### config.mk
export PLATFORM = sky130hd
export DESIGN_NAME = fifo_byte_drain
export DESIGN_NICKNAME = d
export VERILOG_FILES = /design/src/rtl/fifo_drain_pkg.sv /design/src/rtl/fifo_byte_drain.sv
export SDC_FILE = /design/constraint.sdc
export NUM_CORES = 1
export LEC_CHECK = 0
export CELL_PAD_IN_SITES_DETAIL_PLACEMENT = 0
export CELL_PAD_IN_SITES_GLOBAL_PLACEMENT = 1
export CORE_MARGIN = 2
export CORE_UTILIZATION = 32
export DETAILED_ROUTE_END_ITERATION = 6
export PLACE_DENSITY = 0.86
export SLEW_MARGIN = 20
export SYNTH_ARGS = -nofsm -noshare
export SYNTH_HDL_FRONTEND = slang
export SYNTH_SLANG_ARGS = --single-unit
### constraint.sdc
create_clock -name clk_i -period 1.8 [get_ports clk_i]
set_clock_uncertainty 0.1 [all_clocks]
set_input_delay 0.45 -clock clk_i [delete_from_list [all_inputs] [get_ports clk_i]]
set_output_delay 0.45 -clock clk_i [all_outputs]
set_load 0.03 [all_outputs]
### src/rtl/fifo_drain_pkg.sv
// Shared state encodings, byte width and checksum helper for the FIFO byte drain.
// Combinational helpers only, no latency, no flow control.
package fifo_drain_pkg;

    localparam int BYTE_W     = 8;
    localparam int MAX_WORD_W = 1024;

    typedef enum logic [1:0] {
        ST_IDLE = 2'd0,
        ST_WAIT = 2'd1,
        ST_SEND = 2'd2
`ifdef FIFO_BYTE_DRAIN_CSUM_EN
        ,
        ST_CSUM = 2'd3
`endif
    } state_t;

    // XOR of the low nbytes bytes of a word; words narrower than MAX_WORD_W are zero-extended.
    function automatic logic [BYTE_W-1:0] word_csum(input logic [MAX_WORD_W-1:0] word,
                                                    input int                    nbytes);
        logic [BYTE_W-1:0] acc;
        acc = '0;
        for (int i = 0; i < MAX_WORD_W / BYTE_W; i++) begin
            if (i < nbytes) acc = acc ^ word[i*BYTE_W +: BYTE_W];
        end
        return acc;
    endfunction

endpackage

### src/rtl/fifo_byte_drain.sv
// Pops WIDTH-bit words from an external FIFO and streams them LSB byte first (checksum byte when FIFO_BYTE_DRAIN_CSUM_EN).
// WIDTH/8+2 cycles per word at full ready; tx_ready_i low holds the current byte and valid stable.
module fifo_byte_drain
    import fifo_drain_pkg::*;
#(
    parameter int WIDTH = 32,
    parameter int CNT_W = 16
) (
    input  logic             clk_i,
    input  logic             reset_ni,
    input  logic             enable_i,
    input  logic             fifo_empty_i,
    output logic             fifo_rd_o,
    input  logic [WIDTH-1:0] fifo_data_i,
    output logic             tx_valid_o,
    input  logic             tx_ready_i,
    output logic [7:0]       tx_data_o,
    output logic             busy_o,
    output logic [CNT_W-1:0] words_sent_o
);

    localparam int NB    = WIDTH / BYTE_W;
    localparam int IDX_W = (NB > 1) ? $clog2(NB) : 1;
    localparam logic [IDX_W-1:0] LAST_IDX = IDX_W'(NB - 1);

    state_t           state_q;
    state_t           state_d;
    logic [WIDTH-1:0] shift_q;
    logic [IDX_W-1:0] idx_q;
    logic [CNT_W-1:0] cnt_q;
    logic             last_byte;
    logic             word_done;
`ifdef FIFO_BYTE_DRAIN_CSUM_EN
    logic [BYTE_W-1:0] csum_q;
`endif

    assign last_byte    = (idx_q == LAST_IDX);
    assign busy_o       = (state_q != ST_IDLE);
    assign words_sent_o = cnt_q;

    always_ff @(posedge clk_i or negedge reset_ni) begin
        if (!reset_ni) state_q <= ST_IDLE;
        else           state_q <= state_d;
    end

    // reset_ni gates the pop so the FIFO is never drained while the block is held in reset.
    always_comb begin
        state_d    = state_q;
        fifo_rd_o  = 1'b0;
        tx_valid_o = 1'b0;
        tx_data_o  = '0;
        word_done  = 1'b0;
        case (state_q)
            ST_IDLE: begin
                if (reset_ni && enable_i && !fifo_empty_i) begin
                    fifo_rd_o = 1'b1;
                    state_d   = ST_WAIT;
                end
            end
            ST_WAIT: state_d = ST_SEND;
            ST_SEND: begin
                tx_valid_o = 1'b1;
                tx_data_o  = shift_q[BYTE_W-1:0];
                if (tx_ready_i && last_byte) begin
`ifdef FIFO_BYTE_DRAIN_CSUM_EN
                    state_d   = ST_CSUM;
`else
                    state_d   = ST_IDLE;
                    word_done = 1'b1;
`endif
                end
            end
`ifdef FIFO_BYTE_DRAIN_CSUM_EN
            ST_CSUM: begin
                tx_valid_o = 1'b1;
                tx_data_o  = csum_q;
                if (tx_ready_i) begin
                    state_d   = ST_IDLE;
                    word_done = 1'b1;
                end
            end
`endif
            default: state_d = ST_IDLE;
        endcase
    end

    always_ff @(posedge clk_i or negedge reset_ni) begin
        if (!reset_ni) begin
            shift_q <= '0;
            idx_q   <= '0;
            cnt_q   <= '0;
`ifdef FIFO_BYTE_DRAIN_CSUM_EN
            csum_q  <= '0;
`endif
        end else begin
            if (state_q == ST_WAIT) begin
                shift_q <= fifo_data_i;
                idx_q   <= '0;
`ifdef FIFO_BYTE_DRAIN_CSUM_EN
                csum_q  <= word_csum(MAX_WORD_W'(fifo_data_i), NB);
`endif
            end else if (state_q == ST_SEND && tx_ready_i && !last_byte) begin
                shift_q <= shift_q >> BYTE_W;
                idx_q   <= idx_q + 1'b1;
            end
            if (word_done) cnt_q <= cnt_q + 1'b1;
        end
    end

endmodule

Word-level counts from Yosys, hierarchy flattened
Index checks and enable logic that the tools add are counted.

operators by class
  $add $sub $neg = 2
  eq/ne operators = 5
  muxes and demuxes = 13
  reduce and logical (&&, ||, !) cells = 11

operators by type and width
  kind                     count
  $mux W32                 2
  $add A16 B1 Y16 const B  1
  $mux W2                  4
  $mux W8                  1
  $pmux W2 S3              1
  $logic_and A1 B1 Y1      5
  $mux W1                  5
  $eq A2 B2 Y1 const B     2
  $ne A2 B2 Y1 const B     2
  $reduce_bool A2 Y1       2
  $add A2 B1 Y2 const B    1
  $eq A2 B1 Y1 const B     1
  $logic_not A1 Y1         2
  $logic_not A2 Y1         1
  $reduce_and A2 Y1        1

storage, ports and cells
  register bits = 52
  input port bits = 37
  output and inout port bits = 27

Logic depth before layout (Yosys ltp)
Gate-level depths: netlist of the first run.

  depth in word-level cells = 5
  depth in mapped cells = 7
  gate-level depth less buffers = 5

Least setup slack after synthesis of the first run
Ideal clock, no wire load.

  path kind = register to output
  start = reg state_q[1]
  end = out fifo_rd_o
  arrival time = 1.532 ns
  required time = 1.250 ns
  slack = -0.282 ns
  cell stages (with the launch flop) = 3
  path through = dfrtp_1 -> or2_2 -> nor3_1

on the way
  longest elaborated chain between the ends = 2

RTL lines
  element                   RTL line               source
  start: declaration        fifo_byte_drain.sv:26  state_t state_q;
  start signal: assignment  fifo_byte_drain.sv:43  else state_q <= state_d;
  $logic_not A2 Y1          fifo_byte_drain.sv:53  case (state_q)
  $mux W1                   fifo_byte_drain.sv:53
  end: declaration          fifo_byte_drain.sv:13  output logic fifo_rd_o,

Every way passes these cells.

Worst setup path after layout of the first run
  start = reg state_q[0]
  end = out fifo_rd_o

Same word-level chain as after synthesis.

==> impl_summary.md, run 1 <==
Worst setup path
The capturing element type of the critical path is an output pin. The top fanout value on the critical path is 3. The cell with the largest stage delay on the worst path is sky130_fd_sc_hd__dfrtp_1.

The logic depth of the worst register-to-register path is 5. Traced cell by cell, the critical path runs through or2_4 > buf_6 > nor3_2 > buf_4. At the worst endpoint, the arrival time is 1390 ps. The delay contributed by the slowest stage of the critical path is 430 ps. For the worst setup path, the data required time is 1250 ps. By startpoint and endpoint, the worst setup path is classified as flip-flop to output pin. The critical path launch point type is a flip-flop.

Synthesis
The xor/xnor cell area share of the yosys netlist is 5.69%. The basic-gate share of the synthesized area counting and, or, nand and nor cells is 27.2%. By area, the combinational part of the netlist is dominated by simple AND/OR/NAND/NOR gates. Summing the sequential cell areas from Yosys gives 56.4% of the chip area. Summing the areas of all compound-gate instances in the mapped netlist gives 7.59% of the synthesized area. The number of distinct library cell variants in the gate-level netlist after synthesis is 30. Synthesis produced 233 cells. The mapped netlist covers 2310 µm².

The total of warnings raised by yosys is 0. The total nets after synthesis is 272. Counting flops and latches in the post-synthesis netlist gives 52. The fraction of synthesized area in multiplexers is 0%.

The fraction of the mapped netlist area in adder cells is 1.08%. In this run the mean area of a mapped cell was 9.90 µm².

Clocking
The maximum clock path buffer count is 2. TritonCTS built the clock tree. The cell sitting at the root of the clock tree is a sky130_fd_sc_hd__clkbuf_8. The H-tree level count is 2. The clock-pin slew on the worst setup and hold paths is 90 ps.

The total clock sinks is 52. The clock latency on the worst-skew pair is 300 ps. The total CTS buffers is 5.

Global route
Global routing used 14.7% of the available tracks. The total overflow left after global routing is 0. Entering global routing, the biggest net connects 53 pins. The first-pass GRT wire length is 8940 µm. The initial antenna violation count came to 0.

The via count of the first global-routing pass came to 1855.

Routing
Detailed routing placed a total of 261 µm of wire on met3. The total iterations of the first detailed-routing run is 4. The average vias per placed instance is 4.59. The wire length reported by the detailed router is 5330 µm. The via count of the routed design is 1870.

The number of nets with antenna violations after routing is 0. The number of DRC markers after the initial detailed-route iteration is 66. After detailed routing, the average wire length per cell comes to 13.1 µm.

The detailed router put a total of 2380 µm of wire on met1. The highest metal layer used by the detailed router is met4. After detailed routing, the number of remaining DRC violations is 0. In the detailed route, the total length drawn on met2 is 2620 µm.

Floorplanning
The floorplan step defined a die boundary enclosing 7900 µm². In this run the standard cell core region covers 6870 µm². The starting utilization of the core area is 33.6%. The die width is 88.9 µm. Row generation in the floorplan step produced 30 rows. The vertical extent of the die is 88.9 µm. 64 I/O pins were placed.

Timing
The worst relative slew slack is 56.8%. The minimum clock period is 1940 ps. The sum of negative setup slack is -516 ps. The maximum frequency from static timing analysis is 517 MHz. Setup repair after global routing could not meet its margin everywhere.

The number of hold-slack violations in the final timing report is 0. The number of max-slew violations in the final report was 0. At the pin with the least slew margin, the transition time is 648 ps. The slack of the critical path is -135 ps. Setup violations remaining at the end of the flow were counted as 10. In the finished design, the share of the clock period the worst path needs comes to 108%.

Final hold analysis gives a worst-case slack of 179 ps.

Layout
The net count of the finished layout is 350. The multi-input gate area in the final layout is 1020 µm². The layout has 652 filler cells. The diode insertion count for antenna repair is 0. Cells with a size suffix above 1 make up 15.4% of the layout.

The post-synthesis to final-layout area growth is 42.6%. Cells fill 47.9% of the core in the end. The finished layout holds 407 standard cells, fillers aside. The flip-flop and latch area is 1300 µm².

Status
The flow ran to the end, but the final reports show violations. The checks that failed: setup timing.

Placement
Routability-driven placement finished with a final weighted congestion of 0.776. The instance count after placement with tap cells included is 399. Summed over all nets, the half-perimeter wirelength after detailed placement is 3830 µm.

In this run the tool buffered the top-level ports with 63 buffer cells.

Job
Max-cap violations in this run came to 0.

Min path
The class of the worst hold path is input pin to asynchronous set/reset pin.

Pwr
The reported leakage power is 0.00169 µW. VDD sags by at most 0.000375 V. The areal power density over the cells is 1220 nW/µm².
[cell type report]
| cell class | instances | share of cell area, % |
|---|---|---|
| Sequential cell | 52 | 39.5 |
| Clock inverter | 1 | 0.266 |
| Clock buffer | 6 | 2.51 |
| Multi-Input combinational cell | 170 | 30.9 |
| Tap cell | 96 | 3.65 |
| Timing Repair Buffer | 82 | 23.1 |
[worst max-delay path, delay by kind of cell (launching register included)]
| family | cells | cell delay [ps] |
|---|---|---|
| AND/OR/NAND/NOR | 2 | 370 |
| flip-flops | 1 | 430 |
| buffers and inverters | 2 | 300 |
[cells in the mapped netlist]
| cell | count | area, µm² |
|---|---|---|
| sky130_fd_sc_hd__nand2_1 | 66 | 248 |
| sky130_fd_sc_hd__dfrtp_1 | 52 | 1300 |
| sky130_fd_sc_hd__nor2_1 | 17 | 63.8 |
| sky130_fd_sc_hd__a22oi_1 | 16 | 120 |
| sky130_fd_sc_hd__nand3_1 | 13 | 65.1 |
| sky130_fd_sc_hd__and2_1 | 8 | 50.1 |
| sky130_fd_sc_hd__xnor2_1 | 8 | 70.1 |
| sky130_fd_sc_hd__o22ai_1 | 7 | 43.8 |
| sky130_fd_sc_hd__xor2_1 | 7 | 61.3 |
| sky130_fd_sc_hd__clkbuf_1 | 6 | 22.5 |
| sky130_fd_sc_hd__nor3_1 | 5 | 25.0 |
| sky130_fd_sc_hd__buf_2 | 4 | 20.0 |
| sky130_fd_sc_hd__nand4_1 | 4 | 25.0 |
| sky130_fd_sc_hd__and3_1 | 3 | 18.8 |
| sky130_fd_sc_hd__ha_1 | 2 | 25.0 |
| sky130_fd_sc_hd__a31oi_1 | 1 | 6.26 |
| sky130_fd_sc_hd__and2b_1 | 1 | 7.51 |
| sky130_fd_sc_hd__and4b_2 | 1 | 11.3 |
| sky130_fd_sc_hd__buf_1 | 1 | 3.75 |
| sky130_fd_sc_hd__nand4_4 | 1 | 21.3 |
| sky130_fd_sc_hd__nand4b_1 | 1 | 8.76 |
| sky130_fd_sc_hd__nand4bb_1 | 1 | 11.3 |
| sky130_fd_sc_hd__nor2_2 | 1 | 6.26 |
| sky130_fd_sc_hd__nor2b_1 | 1 | 6.26 |
| sky130_fd_sc_hd__nor4_4 | 1 | 21.3 |
| sky130_fd_sc_hd__nor4b_2 | 1 | 15.0 |
| sky130_fd_sc_hd__nor4bb_1 | 1 | 10.0 |
| sky130_fd_sc_hd__o21ai_0 | 1 | 5.00 |
| sky130_fd_sc_hd__or2_2 | 1 | 6.26 |
| sky130_fd_sc_hd__or2b_1 | 1 | 7.51 |
[cells by family (layout without fill, tap and decap cells)]
logic type               Yosys count  after routing
AND/OR/NAND/NOR                  128            128
flip-flops                        52             52
AO/OA/AOI/OAI                     25             25
XOR/XNOR                          15             15
buffers and inverters             11             89
adder cells (fa/ha/maj)            2              2
[worst paths after layout]
check                      slack [ps]                         start                      endpoint
max                              -140        state_q[0]$_DFFE_PN0P_                     fifo_rd_o
min reg2reg                       370  words_sent_o[15]$_DFFE_PN0P_  words_sent_o[15]$_DFFE_PN0P_
max reg2reg                       140        state_q[0]$_DFFE_PN0P_  words_sent_o[14]$_DFFE_PN0P_
min in group clk_i                340                      reset_ni        state_q[0]$_DFFE_PN0P_
min                               180                      reset_ni   words_sent_o[7]$_DFFE_PN0P_
max in group asynchronous        1000                      reset_ni       shift_q[22]$_DFFE_PN0P_
[placed cells by master, fill, tap and decap left out, types with 3 or more instances in the layout]
cell type                         count
sky130_fd_sc_hd__and3_1               3
sky130_fd_sc_hd__a22oi_1             16
sky130_fd_sc_hd__o22ai_1              7
sky130_fd_sc_hd__buf_6                6
sky130_fd_sc_hd__clkbuf_8             6
sky130_fd_sc_hd__nor3_1               4
sky130_fd_sc_hd__buf_4               22
sky130_fd_sc_hd__nand3_1             13
sky130_fd_sc_hd__nand2_1             66
sky130_fd_sc_hd__clkdlybuf4s50_1     34
sky130_fd_sc_hd__xor2_1               7
sky130_fd_sc_hd__dlygate4sd2_1       16
sky130_fd_sc_hd__nand4_1              4
sky130_fd_sc_hd__xnor2_1              8
sky130_fd_sc_hd__dfrtp_1             52
sky130_fd_sc_hd__and2_1               8
sky130_fd_sc_hd__nor2_1              17
[power breakdown]
group	leakage, µW	internal (µW)	switching, µW	total [µW]
logic	0.000964	705	857	1560
clock network	0.0000473	307	374	681
registers	0.000681	1560	217	1770
total	0.00169	2570	1450	4020
[sequential cells by signal, summed over array words and instances, names as in the netlist]
register      flops
idx_q             2
words_sent_o     16
shift_q          32
state_q           2
[routing by layer]
layer	up-vias	global-route usage [%]
met1	867	19.8
li1	950	-
met2	47	24.3
met4	0	4.13
met5	-	0
met3	6	2.95
[metrics by stage]
step,area (µm²),total power [µW],worst slack (ps)
floorplan,2310,2680,-25.9
global placement,3150,3230,-261
detailed placement,3150,3290,-345
CTS,3250,4010,-165
global route,3290,4310,-186
finish,3290,4020,-135
[what timing repair did]
item                       4_1_cts  5_1_grt
setup endpoints to repair       35       33
pin swaps                        2        5
resized for setup               27        6
hold buffers                     0        0
setup buffers                    0        1
(Power assumes the default switching activity.)
==> inputs of run 2 (changes only) <==
--- a/config.mk
+++ b/config.mk
@@ -10,6 +10,7 @@
 export CORE_MARGIN = 2
 export CORE_UTILIZATION = 32
 export DETAILED_ROUTE_END_ITERATION = 6
+export GPL_TIMING_DRIVEN = 0
 export PLACE_DENSITY = 0.86
 export SLEW_MARGIN = 20
 export SYNTH_ARGS = -nofsm -noshare
==> run 2 against run 1 <==
  * The flow finishes with violations (hold timing, setup timing)
  * Combinational power increased by 12%
  * Worst setup slack improved by 12 ps
  * Die area is the same
  * Critical path depth unchanged
  * Worst hold slack lost 280 ps
  * Clock-buffer cell count up 1
  * Critical path type unchanged
  * Largest power group unchanged
==> impl_summary.md, run 2 (synthesis results as in run 1) <==
Routing
The average wire per standard cell is 13.7 µm (was 13.1 µm). The via count of the routed design is 1915 (was 1870). The average vias per placed instance was 4.61 (was 4.59). The number of DRC markers after the initial detailed-route iteration is 81 (was 66). The wire length reported by the detailed router is 5700 µm (was 5330 µm). The number of nets with antenna violations after routing is 0 (unchanged). The total iterations of the first detailed-routing run is 4 (unchanged). The remaining routing DRC violations came to 0 (unchanged).

Worst setup path
The logic depth of the worst register-to-register path is 6 (was 5). The cell type group with the largest total delay on the critical path was flip-flops (unchanged). The capturing element type of the critical path is an output pin (unchanged). The top fanout value on the critical path came to 6 (was 3). The cell with the largest stage delay on the worst path is sky130_fd_sc_hd__dfrtp_2 (was sky130_fd_sc_hd__dfrtp_1). The number of buffer and inverter stages on the critical path is 2 (unchanged).

The data required time of the worst path was 1250 ps (about the same). The start-to-end type of the worst setup path is flip-flop to output pin (unchanged). The reg-to-reg critical path startpoint was state_q[0]$_DFFE_PN0P_ (unchanged). The register-to-register setup slack is -100 ps (was 140 ps). The reg-to-reg endpoint is words_sent_o[14]$_DFFE_PN0P_ (unchanged). The arrival time reported for the critical path endpoint came to 1370 ps (was 1390 ps). The critical path launch point type was a flip-flop (unchanged). The delay contributed by the slowest stage of the critical path came to 480 ps (was 430 ps).

Cells traversed along the worst timing path: nor2b_4 > buf_6 > and2_4 > buf_6 (was or2_4 > buf_6 > nor3_2 > buf_4). The cell that appears most often on the critical path is sky130_fd_sc_hd__buf_6.

Layout
The leading cell type in the layout, fill and taps excluded is sky130_fd_sc_hd__nand2_1 (unchanged). The ratio of cells with drive above 1 in the final layout came to 22.6% (was 15.4%). The diode insertion count for antenna repair came to 0 (unchanged). The register with the most flip-flops was shift_q (unchanged). The post-synthesis to final-layout area growth came to 48.6% (was 42.6%).

The number of flip-flops in the largest register was 32 (unchanged). The number of nets at the end of the flow is 357 (was 350). Commonest cells after routing, fill and taps aside: 65 x sky130_fd_sc_hd__nand2_1, 50 x sky130_fd_sc_hd__dfrtp_1, 34 x sky130_fd_sc_hd__clkdlybuf4s50_1 (was 66 x sky130_fd_sc_hd__nand2_1, 52 x sky130_fd_sc_hd__dfrtp_1, 34 x sky130_fd_sc_hd__clkdlybuf4s50_1). The final cell count without fillers is 415 (was 407).

Clocking
The clock-pin slew on the worst setup and hold paths is 80 ps (was 90 ps). The total CTS buffers was 5 (unchanged). The clock latency on the worst-skew pair was 300 ps (about the same).

The H-tree level count was 2 (unchanged). The total clock sinks is 52 (unchanged). The maximum clock path buffer count is 2 (unchanged).

The CTS tree is built (unchanged). The root buffer cell is sky130_fd_sc_hd__clkbuf_8 (unchanged).

Pwr
The reported leakage power is 0.00175 µW (was 0.00169 µW). The areal power density over the cells is 1240 nW/µm² (was 1220 nW/µm²). The maximum vdd ir drop is 0.000368 V (was 0.000375 V). The total power consumption of the routed design is 4250 µW (was 4020 µW).

Job
The total of max-cap violations is 0 (unchanged).

Global route
The pin count of the biggest net entering global routing is 54 (was 53). The via count of the first global-routing pass is 1879 (was 1855). The met2 track utilization from global routing was 25.0% (was 24.3%). The first-pass GRT wire length is 9050 µm (was 8940 µm). The met3 track demand over resource in global routing is 2.03% (was 2.95%).

The global routing usage on met1 is 19.9% (was 19.8%). The global routing usage summed across all routing layers came to 15.0% (was 14.7%). The remaining global-route overflow is 0 (unchanged). The initial antenna violation count is 0 (unchanged). The most crowded layer after global routing is met2 (unchanged).

Placement
The count of buffers from port buffering is 63 (unchanged). The weighted congestion reported at the end of routability-driven placement is 0.826 (was 0.776). The total half-perimeter wirelength after legalization and detailed placement is 3810 µm (was 3830 µm). The instance count after placement with tap cells included came to 392 (was 399).

Timing
Unrepaired setup endpoints after global routing: true (unchanged). The minimum clock period is 1920 ps (was 1940 ps). The number of hold-slack violations in the final timing report is 52 (was 0).

The setup violation total in the final timing report came to 10 (unchanged). The number of max-slew violations in the final report is 0 (unchanged). The worst hold slack was -100 ps (was 179 ps). The maximum frequency from static timing analysis is 520 MHz (was 517 MHz). The slack of the critical path is -124 ps (was -135 ps).

The worst relative slew slack is 68.6% (was 56.8%). The post-route fraction of the period consumed by the critical path was 107% (was 108%). The slew of the pin with the lowest slew margin came to 471 ps (was 648 ps).

Floorplanning
The starting utilization of the core area is 33.6% (unchanged). The die area is 7900 µm² (unchanged). The die width came to 88.9 µm (unchanged). The number of top-level pins is 64 (unchanged). The vertical extent of the die came to 88.9 µm (unchanged). The placement row count is 30 (unchanged). The area of the core is 6870 µm² (unchanged).

Min path
The class of the worst hold path is input pin to asynchronous set/reset pin (unchanged).

Status
Run status: complete, but fails checks (unchanged). Failing checks: hold timing, setup timing (was setup timing).
## run 2: cell count changes in the layout (fill, tap and decap cells not counted), moves of 3 or more
cell / change
sky130_fd_sc_hd__a22oi_2: +3
sky130_fd_sc_hd__a22oi_1: -3
sky130_fd_sc_hd__and2_1: -7
sky130_fd_sc_hd__buf_4: -7
sky130_fd_sc_hd__buf_6: +8
sky130_fd_sc_hd__nor3_1: -3
sky130_fd_sc_hd__and2_4: +7
sky130_fd_sc_hd__clkbuf_2: +3
## run 2: cell type report
cell class	count	area, µm²
Timing Repair Buffer	78	753
Buffer	10	62.6
Tap cell	96	120
Fill cell	647	3440
Clock inverter	1	7.51
Multi-Input combinational cell	171	1090
Sequential cell	52	1300
Clock buffer	7	86.3
## run 2: routing by layer
layer | wire [µm] | part of all wire, %
met5 | 0 | 0
met1 | 2650 | 47
met3 | 239 | 4.2
met2 | 2700 | 47
met4 | 108 | 1.9
## run 2: worst max path at each step
stage / from / end / slack, ps / depth (start not counted)
final: state_q[0]$_DFFE_PN0P_ / tx_data_o[7] / -120 / 4
after global routing: state_q[0]$_DFFE_PN0P_ / tx_data_o[7] / -180 / 4
after CTS: state_q[0]$_DFFE_PN0P_ / tx_data_o[7] / -150 / 4
after detailed placement: reset_ni / fifo_rd_o / -820 / 4
after global placement: reset_ni / fifo_rd_o / -2490 / 4
after floorplan: state_q[1]$_DFFE_PN0P_ / fifo_rd_o / -30 / 2
## run 2: metrics by stage
step	area, µm²	utilization (%)	TNS [ps]	setup slack (ps)
after floorplan	2310	-	-25.9	-25.9
after global placement	3060	44.6	-91270	-2490
after detailed placement	3060	44.6	-20100	-821
after CTS	3250	47.4	-711	-152
after global routing	3430	49.9	-1780	-185
final	3430	49.9	-675	-124
## run 2: repair_timing
item	in CTS	in global routing
gates cloned	1	0
resized for setup	100	48
pin swaps	4	14
endpoints found under the hold margin	52	52
setup endpoints to repair	58	42
buffers inserted	8	7
## run 2: where the power goes
group	switching (µW)	total [µW]	internal, µW	leakage, µW
Sequential	270	1830	1560	0.000678
Combinational	893	1740	847	0.00103
Clock	364	676	313	0.0000445
Total	1530	4250	2720	0.00175
